`config.mk`:
```
export PLATFORM = sky130hd
export DESIGN_NAME = multicycle_control_unit_flat
export DESIGN_NICKNAME = d
export VERILOG_FILES = /design/src/rtl/multicycle_control_unit_pkg.sv /design/src/rtl/multicycle_control_unit_if.sv /design/src/rtl/multicycle_control_unit_alu_decoder.sv /design/src/rtl/multicycle_control_unit.sv /design/src/flat_wrapper.sv
export SDC_FILE = /design/constraint.sdc
export NUM_CORES = 1
export LEC_CHECK = 0
export CORE_MARGIN = 5
export CORE_UTILIZATION = 33
export DETAILED_ROUTE_END_ITERATION = 8
export PLACE_DENSITY = 0.85
export SKIP_LAST_GASP = 1
export SLEW_MARGIN = 5
export SYNTH_ARGS = -nofsm -noshare
export SYNTH_HDL_FRONTEND = slang
export SYNTH_SLANG_ARGS = --single-unit
```
`constraint.sdc`:
```
create_clock -name clk -period 2.53 [get_ports clk]
set_input_delay 0.253 -clock clk [delete_from_list [all_inputs] [get_ports clk]]
set_output_delay 0.253 -clock clk [all_outputs]
set_load 0.01 [all_outputs]
```
`src/rtl/multicycle_control_unit_pkg.sv`:
```
// Shared encodings for the multicycle RV32I control unit: FSM states, ALU and
// extender codes, opcodes and datapath mux selects.
package ctrl_pkg;

  typedef enum logic [3:0] {
    S_FETCH    = 4'd0,
    S_DECODE   = 4'd1,
    S_MEMADR   = 4'd2,
    S_MEMREAD  = 4'd3,
    S_MEMWB    = 4'd4,
    S_MEMWRITE = 4'd5,
    S_EXECR    = 4'd6,
    S_EXECI    = 4'd7,
    S_ALUWB    = 4'd8,
    S_BRANCH   = 4'd9,
    S_JAL      = 4'd10,
    S_JALR     = 4'd11,
    S_LUI      = 4'd12
  } state_t;

  typedef enum logic [1:0] {
    ALU_CLASS_ADDR,
    ALU_CLASS_BRANCH,
    ALU_CLASS_OP
  } alu_class_t;

  localparam logic [3:0] ALU_ADD  = 4'b0000;
  localparam logic [3:0] ALU_SUB  = 4'b0001;
  localparam logic [3:0] ALU_AND  = 4'b0010;
  localparam logic [3:0] ALU_OR   = 4'b0011;
  localparam logic [3:0] ALU_XOR  = 4'b0100;
  localparam logic [3:0] ALU_SLL  = 4'b0101;
  localparam logic [3:0] ALU_SRL  = 4'b0110;
  localparam logic [3:0] ALU_SRA  = 4'b0111;
  localparam logic [3:0] ALU_SLT  = 4'b1000;
  localparam logic [3:0] ALU_SLTU = 4'b1001;

  localparam logic [3:0] IMM_I   = 4'd0;
  localparam logic [3:0] IMM_S   = 4'd1;
  localparam logic [3:0] IMM_B   = 4'd2;
  localparam logic [3:0] IMM_J   = 4'd3;
  localparam logic [3:0] IMM_U   = 4'd4;
  localparam logic [3:0] IMM_LB  = 4'd5;
  localparam logic [3:0] IMM_LH  = 4'd6;
  localparam logic [3:0] IMM_LW  = 4'd7;
  localparam logic [3:0] IMM_LBU = 4'd8;
  localparam logic [3:0] IMM_LHU = 4'd9;

  localparam logic [6:0] OP_LOAD   = 7'b0000011;
  localparam logic [6:0] OP_STORE  = 7'b0100011;
  localparam logic [6:0] OP_R      = 7'b0110011;
  localparam logic [6:0] OP_IMM    = 7'b0010011;
  localparam logic [6:0] OP_BRANCH = 7'b1100011;
  localparam logic [6:0] OP_JAL    = 7'b1101111;
  localparam logic [6:0] OP_JALR   = 7'b1100111;
  localparam logic [6:0] OP_LUI    = 7'b0110111;
  localparam logic [6:0] OP_AUIPC  = 7'b0010111;

  localparam logic       ADR_PC        = 1'b0;
  localparam logic       ADR_RESULT    = 1'b1;
  localparam logic [1:0] RES_ALUOUT    = 2'b00;
  localparam logic [1:0] RES_LOAD      = 2'b01;
  localparam logic [1:0] RES_ALURESULT = 2'b10;
  localparam logic [1:0] RES_SRCB      = 2'b11;
  localparam logic [1:0] SRCA_PC       = 2'b00;
  localparam logic [1:0] SRCA_OLDPC    = 2'b01;
  localparam logic [1:0] SRCA_A        = 2'b10;
  localparam logic [1:0] SRCB_B        = 2'b00;
  localparam logic [1:0] SRCB_IMM      = 2'b01;
  localparam logic [1:0] SRCB_FOUR     = 2'b10;

  // Extender mode for the load data in write-back; unknown widths fall back to a word.
  function automatic logic [3:0] load_imm_src(input logic [2:0] funct3);
    logic [3:0] mode;
    case (funct3)
      3'b000:  mode = IMM_LB;
      3'b001:  mode = IMM_LH;
      3'b100:  mode = IMM_LBU;
      3'b101:  mode = IMM_LHU;
      default: mode = IMM_LW;
    endcase
    return mode;
  endfunction

endpackage

```
`src/rtl/multicycle_control_unit_if.sv`:
```
// Control bundle between the multicycle control unit (master) and the
// datapath/memory side (slave).
interface multicycle_control_unit_if;
  logic [31:0] instr;
  logic        Zero;
  logic        PCWrite;
  logic        IRWrite;
  logic        RegWrite;
  logic        MemWrite;
  logic        AdrSrc;
  logic        RegSrc;
  logic        ImmIn;
  logic [1:0]  ResultSrc;
  logic [1:0]  ALUSrcA;
  logic [1:0]  ALUSrcB;
  logic [3:0]  ImmSrc;
  logic [3:0]  ALUControl;
  logic [3:0]  state_o;

  modport master (
    input  instr, Zero,
    output PCWrite, IRWrite, RegWrite, MemWrite, AdrSrc, RegSrc, ImmIn,
           ResultSrc, ALUSrcA, ALUSrcB, ImmSrc, ALUControl, state_o
  );

  modport slave (
    output instr, Zero,
    input  PCWrite, IRWrite, RegWrite, MemWrite, AdrSrc, RegSrc, ImmIn,
           ResultSrc, ALUSrcA, ALUSrcB, ImmSrc, ALUControl, state_o
  );
endinterface

```
`src/rtl/multicycle_control_unit_alu_decoder.sv`:
```
// ALU function select: address arithmetic always adds, branches compare,
// register/immediate ops decode funct3 with funct7[5] as the SUB/SRA modifier.
module alu_decoder
  import ctrl_pkg::*;
(
  input  logic [2:0]  funct3,
  input  logic        funct7b5,
  input  logic        is_rtype,
  input  alu_class_t  alu_class,
  output logic [3:0]  alu_control
);

  // OP-IMM has no SUBI, so funct7[5] only matters there for SRAI.
  logic alt_op;
  assign alt_op = funct7b5 && (is_rtype || funct3 == 3'b101);

  // NOTE: every output of a combinational block gets a default first so no path leaves it unassigned and infers a latch.
  always_comb begin
    alu_control = ALU_ADD;
    case (alu_class)
      ALU_CLASS_BRANCH: begin
        case (funct3[2:1])
          2'b10:   alu_control = ALU_SLT;
          2'b11:   alu_control = ALU_SLTU;
          default: alu_control = ALU_SUB;
        endcase
      end
      ALU_CLASS_OP: begin
        case (funct3)
          3'b000:  alu_control = alt_op ? ALU_SUB : ALU_ADD;
          3'b001:  alu_control = ALU_SLL;
          3'b010:  alu_control = ALU_SLT;
          3'b011:  alu_control = ALU_SLTU;
          3'b100:  alu_control = ALU_XOR;
          3'b101:  alu_control = alt_op ? ALU_SRA : ALU_SRL;
          3'b110:  alu_control = ALU_OR;
          default: alu_control = ALU_AND;
        endcase
      end
      default: alu_control = ALU_ADD;
    endcase
  end

endmodule

```
`src/rtl/multicycle_control_unit.sv`:
```
// Control FSM for the multicycle RV32I datapath: Moore decode of state and
// instruction into datapath selects/enables; branch PCWrite also follows Zero.
module multicycle_control_unit
  import ctrl_pkg::*;
(
  input  logic                       clk,
  input  logic                       reset,
  multicycle_control_unit_if.master  bus
);

  state_t     state, state_next;
  alu_class_t alu_class;
  logic [6:0] opcode;
  logic [2:0] funct3;
  logic       funct7b5;
  logic       pc_write, ir_write, reg_write, mem_write;
  logic       branch_taken;
  logic       unused_instr_bits;

  assign opcode            = bus.instr[6:0];
  assign funct3            = bus.instr[14:12];
  assign funct7b5          = bus.instr[30];
  assign unused_instr_bits = ^{bus.instr[31], bus.instr[29:15], bus.instr[11:7]};

  // NOTE: state registers use non-blocking assignments so every flop samples pre-edge values.
  always_ff @(posedge clk or posedge reset) begin
    if (reset) state <= S_FETCH;
    else       state <= state_next;
  end

  // 010/011 are not branch encodings; the rest alternate Zero polarity by funct3[2] and funct3[0].
  always_comb begin
    case (funct3)
      3'b010, 3'b011: branch_taken = 1'b0;
      default:        branch_taken = bus.Zero ^ funct3[2] ^ funct3[0];
    endcase
  end

  always_comb begin
    state_next    = S_FETCH;
    alu_class     = ALU_CLASS_ADDR;
    pc_write      = 1'b0;
    ir_write      = 1'b0;
    reg_write     = 1'b0;
    mem_write     = 1'b0;
    bus.AdrSrc    = ADR_PC;
    bus.RegSrc    = 1'b0;
    bus.ImmIn     = 1'b0;
    bus.ResultSrc = RES_ALUOUT;
    bus.ALUSrcA   = SRCA_PC;
    bus.ALUSrcB   = SRCB_B;
    bus.ImmSrc    = IMM_I;
    case (state)
      S_FETCH: begin
        ir_write      = 1'b1;
        pc_write      = 1'b1;
        bus.ALUSrcB   = SRCB_FOUR;
        bus.ResultSrc = RES_ALURESULT;
        state_next    = S_DECODE;
      end
      S_DECODE: begin
        bus.ALUSrcA = SRCA_OLDPC;
        bus.ALUSrcB = SRCB_IMM;
        case (opcode)
          OP_BRANCH:        bus.ImmSrc = IMM_B;
          OP_JAL:           bus.ImmSrc = IMM_J;
          OP_LUI, OP_AUIPC: bus.ImmSrc = IMM_U;
          default:          bus.ImmSrc = IMM_I;
        endcase
        case (opcode)
          OP_LOAD, OP_STORE: state_next = S_MEMADR;
          OP_R:              state_next = S_EXECR;
          OP_IMM:            state_next = S_EXECI;
          OP_BRANCH:         state_next = S_BRANCH;
          OP_JAL:            state_next = S_JAL;
          OP_JALR:           state_next = S_JALR;
          OP_LUI:            state_next = S_LUI;
          OP_AUIPC:          state_next = S_ALUWB;
          default:           state_next = S_FETCH;
        endcase
      end
      S_MEMADR: begin
        bus.ALUSrcA = SRCA_A;
        bus.ALUSrcB = SRCB_IMM;
        bus.ImmSrc  = (opcode == OP_STORE) ? IMM_S : IMM_I;
        state_next  = (opcode == OP_STORE) ? S_MEMWRITE : S_MEMREAD;
      end
      S_MEMREAD: begin
        bus.AdrSrc = ADR_RESULT;
        state_next = S_MEMWB;
      end
      S_MEMWB: begin
        // Address stays on Result so the load data remains presented to the extender.
        bus.AdrSrc    = ADR_RESULT;
        bus.ImmIn     = 1'b1;
        bus.ImmSrc    = load_imm_src(funct3);
        bus.ResultSrc = RES_LOAD;
        reg_write     = 1'b1;
      end
      S_MEMWRITE: begin
        bus.AdrSrc = ADR_RESULT;
        mem_write  = 1'b1;
      end
      S_EXECR: begin
        bus.ALUSrcA = SRCA_A;
        alu_class   = ALU_CLASS_OP;
        state_next  = S_ALUWB;
      end
      S_EXECI: begin
        bus.ALUSrcA = SRCA_A;
        bus.ALUSrcB = SRCB_IMM;
        alu_class   = ALU_CLASS_OP;
        state_next  = S_ALUWB;
      end
      S_ALUWB:  reg_write = 1'b1;
      S_BRANCH: begin
        bus.ALUSrcA = SRCA_A;
        alu_class   = ALU_CLASS_BRANCH;
        pc_write    = branch_taken;
      end
      S_JAL: begin
        bus.RegSrc = 1'b1;
        reg_write  = 1'b1;
        pc_write   = 1'b1;
      end
      S_JALR: begin
        bus.ALUSrcA   = SRCA_A;
        bus.ALUSrcB   = SRCB_IMM;
        bus.ResultSrc = RES_ALURESULT;
        bus.RegSrc    = 1'b1;
        reg_write     = 1'b1;
        pc_write      = 1'b1;
      end
      S_LUI: begin
        bus.ALUSrcB   = SRCB_IMM;
        bus.ImmSrc    = IMM_U;
        bus.ResultSrc = RES_SRCB;
        reg_write     = 1'b1;
      end
      default: state_next = S_FETCH;
    endcase
  end

  alu_decoder u_alu_decoder (
    .funct3      (funct3),
    .funct7b5    (funct7b5),
    .is_rtype    (opcode == OP_R),
    .alu_class   (alu_class),
    .alu_control (bus.ALUControl)
  );

  // Reset kills every architectural write at once, independent of the clock.
  assign bus.PCWrite  = pc_write  & ~reset;
  assign bus.IRWrite  = ir_write  & ~reset;
  assign bus.RegWrite = reg_write & ~reset;
  assign bus.MemWrite = mem_write & ~reset;
  assign bus.state_o  = state;

endmodule
```
`src/flat_wrapper.sv`:
```
// flat-port wrapper written by rule: the top's interface ports become plain ports
module multicycle_control_unit_flat import ctrl_pkg::*;
  (clk, reset, bus_instr, bus_Zero, bus_PCWrite, bus_IRWrite, bus_RegWrite, bus_MemWrite, bus_AdrSrc, bus_RegSrc, bus_ImmIn, bus_ResultSrc, bus_ALUSrcA, bus_ALUSrcB, bus_ImmSrc, bus_ALUControl, bus_state_o);
  multicycle_control_unit_if bus_i ();
  input  logic clk;
  input  logic reset;
  input wire logic [$bits(bus_i.instr)-1:0] bus_instr;
  input wire logic [$bits(bus_i.Zero)-1:0] bus_Zero;
  output wire logic [$bits(bus_i.PCWrite)-1:0] bus_PCWrite;
  output wire logic [$bits(bus_i.IRWrite)-1:0] bus_IRWrite;
  output wire logic [$bits(bus_i.RegWrite)-1:0] bus_RegWrite;
  output wire logic [$bits(bus_i.MemWrite)-1:0] bus_MemWrite;
  output wire logic [$bits(bus_i.AdrSrc)-1:0] bus_AdrSrc;
  output wire logic [$bits(bus_i.RegSrc)-1:0] bus_RegSrc;
  output wire logic [$bits(bus_i.ImmIn)-1:0] bus_ImmIn;
  output wire logic [$bits(bus_i.ResultSrc)-1:0] bus_ResultSrc;
  output wire logic [$bits(bus_i.ALUSrcA)-1:0] bus_ALUSrcA;
  output wire logic [$bits(bus_i.ALUSrcB)-1:0] bus_ALUSrcB;
  output wire logic [$bits(bus_i.ImmSrc)-1:0] bus_ImmSrc;
  output wire logic [$bits(bus_i.ALUControl)-1:0] bus_ALUControl;
  output wire logic [$bits(bus_i.state_o)-1:0] bus_state_o;
  assign bus_i.instr = bus_instr;
  assign bus_i.Zero = bus_Zero;
  assign bus_PCWrite = bus_i.PCWrite;
  assign bus_IRWrite = bus_i.IRWrite;
  assign bus_RegWrite = bus_i.RegWrite;
  assign bus_MemWrite = bus_i.MemWrite;
  assign bus_AdrSrc = bus_i.AdrSrc;
  assign bus_RegSrc = bus_i.RegSrc;
  assign bus_ImmIn = bus_i.ImmIn;
  assign bus_ResultSrc = bus_i.ResultSrc;
  assign bus_ALUSrcA = bus_i.ALUSrcA;
  assign bus_ALUSrcB = bus_i.ALUSrcB;
  assign bus_ImmSrc = bus_i.ImmSrc;
  assign bus_ALUControl = bus_i.ALUControl;
  assign bus_state_o = bus_i.state_o;
  multicycle_control_unit u_core (.clk(clk), .reset(reset), .bus(bus_i));
endmodule
```
==> run summary <==
The run gives 0.24 ns as the latest clock arrival within the worst-skew pair. The end-of-flow core utilization was 55.91%; the total power was 0.5988 mW. From bottom edge to top edge, the die measures 57.62 um.

The tree is rooted in a sky130_fd_sc_hd__clkbuf_4. The cell area power density was 488.8 nW/um^2. In this run the tightest slew margin relative to its limit is 73.81%.

The number of antenna violations at the first check in global routing was 0; the max-capacitance violation count was 0. The floorplan has 17 rows. Input and output buffers added on the ports amount to 38.

The count of pins over their slew limit is 0, and the global routing met1 resource utilization is 15.95%. The die covers 3319 um^2. For the via count of the first global-routing pass, the log shows 860. Data on the critical path is required at its endpoint by 2.28 ns. The count of final setup violators was 0.

For this run, global-route usage on met3 was measured as 2.450%. In this run the worst path has a maximum fanout of 6. The routed length per instance came out at 13.54 um. Counting flops with an async set or reset pin after synthesis yields a share of 100.0%. At the worst endpoint, the arrival time is 2.08 ns. The synthesized design contains 0 enable-type register cells.

After detailed routing, the total wire length is 2301 um. For the worst IR drop on VDD, the log shows 0.3456 mV. Clock-pin slew was measured on the worst setup and hold paths at 0.04 ns.

The share of the cycle needed by the critical path after routing was 92.30%. The critical path in this run is classified as reg -> out. Counting the buffers created by CTS gives 3.

For this run, the top clock speed supported by timing is 428.2 MHz. The deepest clock path buffer count was 2; the top-area cell type share of the netlist area was 13.38%. Sequential cells were found to cover 13.38% of the synthesized design area.

In the global route stage, met2 resource usage came out at 22.74%. Once detailed placement completed, the half-perimeter wirelength came to 1841 um. During synthesis, Yosys emitted a total of 0 warnings. The length of the first detailed-routing pass in iterations was 4.

The number of nets still failing antenna checks after routing is 0. The worst hold margin is 0.3253 ns. The initial utilization of the core area, before any placement, comes to 34.15%. Setup repair after global routing could not meet its margin everywhere.

The tools report the number of remaining DRC errors as 0. The number of different library cells used by synthesis comes to 43. The global-route wire length before repair was 3677 um; the global-route usage over all layers was 13.81%.

The area of the placeable core came out at 2191 um^2. The detailed router placed 921 vias in this run. Number of hold violations in the final report: 0. The dominant synthesized flop cell was sky130_fd_sc_hd__dfrtp_1. The clock period could shrink to 2.335 ns. STA classifies the critical path startpoint as a flip-flop. The flow ran to the end, and the final reports show no timing, DRC or antenna violations. The area added between synthesis and finish was 63.71%. The commonest cells after synthesis are sky130_fd_sc_hd__o21ai_0 (8), sky130_fd_sc_hd__inv_1 (6), sky130_fd_sc_hd__nand2_1 (6).

The cell area that synthesis handed to floorplanning was 748.2 um^2. For the pin with the worst max-slew slack, the measured transition is 0.3916 ns. Ranked by total cell area, the synthesized netlist is headed by sky130_fd_sc_hd__dfrtp_1 (13%), sky130_fd_sc_hd__o21ai_0 (5.4%), sky130_fd_sc_hd__nor2b_1 (4.2%). The filler cells instantiated in the layout total 196. Routability-driven placement finished with a final weighted congestion of 0.8203. The path type of the worst min-delay path is in -> async. Synthesis produced 102 cells. In the post-synthesis netlist, the cell with the most instances is sky130_fd_sc_hd__o21ai_0. The run gives 0 as the remaining global-route overflow.

Across the routed clock network, the largest skew measured is 0.001653 ns. Cell accounting for the most synthesized area: sky130_fd_sc_hd__dfrtp_1. 60 I/O pins were placed. The register with the most flip-flops in the layout has 4 of them.

0 antenna diodes ended up in the layout. STA classifies the critical path endpoint as an output port. The mean instance size in the synthesized netlist is 7.335 um^2.

TritonCTS built the clock tree. The net count of the finished layout is 181. Using the TritonRoute via totals, the vias-per-cell ratio works out to 5.418. The depth of the CTS H-tree is 1.

In the final layout, the share of cells above drive strength 1 is 12.68%. In this run the static leakage power is 0.5211 nW. The number of nets handed over by synthesis was 139.

The tools report the number of sinks handled by clock tree synthesis as 4. The global routing stage identified its most utilized layer as met2. The horizontal die dimension is 57.62 um, and the count of state elements after synthesis is 4. For this block, the initial DRC count from the detailed router was 27. The quantity of hold-fixing buffers added after cts is 0, and the largest net degree at the start of global routing is 20.
==> area by class of cell <==
cell class              count  area, um^2  area share (%)
multi-input cells          83       596.8           48.72
repair buffers             46       447.9           36.57
flip-flops and latches      4       100.1           8.172
well taps                  28       35.03           2.860
clock buffers               3       22.52           1.839
inverters                   6       22.52           1.839
==> worst paths after layout <==
| path | slack, ns | depth (start not counted) | end | startpoint |
|---|---|---|---|---|
| max | 0.19 | 5 | bus_ImmSrc[0] | u_core.bus.state_o[2] |
| min | 0.33 | 2 | u_core.bus.state_o[2] | reset |
| max reg2reg | 0.98 | 5 | u_core.bus.state_o[1] | u_core.bus.state_o[1] |
| min reg2reg | 0.67 | 2 | u_core.bus.state_o[2] | u_core.bus.state_o[0] |
| max in group asynchronous | 2.03 | 2 | u_core.bus.state_o[1] | reset |
| min in group clk | 0.67 | 2 | u_core.bus.state_o[2] | u_core.bus.state_o[0] |
==> routing by layer <==
layer / up-vias / wire [um]
li1: 463 / -
met1: 415 / 924
met2: 39 / 1119
met3: 4 / 211
met4: 0 / 46
met5: - / 0
==> critical path, stage by stage (launching register included) <==
cell and delay [ns]:
sky130_fd_sc_hd__dfrtp_1 0.40, sky130_fd_sc_hd__buf_4 0.17, sky130_fd_sc_hd__nor4b_2 0.39, sky130_fd_sc_hd__nand4_1 0.18, sky130_fd_sc_hd__o211ai_1 0.13, sky130_fd_sc_hd__clkdlybuf4s50_1 0.57
==> metrics by stage <==
step	instances	instance area, um^2	setup WS, ns	setup TNS [ns]
5_1_grt	170	1225	-0.005119	-0.005119
3_5_place_dp	167	1176	0.1225	0
3_3_place_gp	167	1176	0.1552	0
4_1_cts	170	1207	-0.0008198	-0.0008198
6_report	170	1225	0.1947	0
2_1_floorplan	102	748.2	0.4994	0
==> kinds of logic (layout without fill, tap and decap cells) <==
family	Yosys count	after routing	synth area share, %
buffers and inverters	15	55	9.364
AO/OA/AOI/OAI	27	27	22.91
flip-flops	4	4	13.38
adder cells (fa/ha/maj)	2	2	3.344
multiplexers	1	1	1.338
AND/OR/NAND/NOR	50	50	46.15
XOR/XNOR	3	3	3.512
==> cell usage in the layout, fill, tap and decap left out, types with 3 or more instances in the layout <==
cell type / instances
sky130_fd_sc_hd__a21oi_1: 5
sky130_fd_sc_hd__buf_4: 8
sky130_fd_sc_hd__clkbuf_4: 3
sky130_fd_sc_hd__clkdlybuf4s50_1: 35
sky130_fd_sc_hd__dfrtp_1: 4
sky130_fd_sc_hd__dlymetal6s2s_1: 3
sky130_fd_sc_hd__inv_1: 6
sky130_fd_sc_hd__nand2_1: 6
sky130_fd_sc_hd__nand2b_1: 3
sky130_fd_sc_hd__nand3_1: 5
sky130_fd_sc_hd__nor2_1: 5
sky130_fd_sc_hd__nor2b_1: 5
sky130_fd_sc_hd__nor4bb_1: 3
sky130_fd_sc_hd__o21ai_0: 8
==> where the power goes <==
group,internal [mW],switching [mW]
Sequential,0.0751,0.0156
Combinational,0.229,0.197
Clock,0.0532,0.0283
==> what timing repair did <==
item / in CTS / in global routing
setup endpoints to repair: 2 / 5
resized for setup: 2 / 5
pin swaps: 0 / 1
cloned: 0 / 0
buffers inserted: 0 / 0
(Power assumes the default switching activity.)
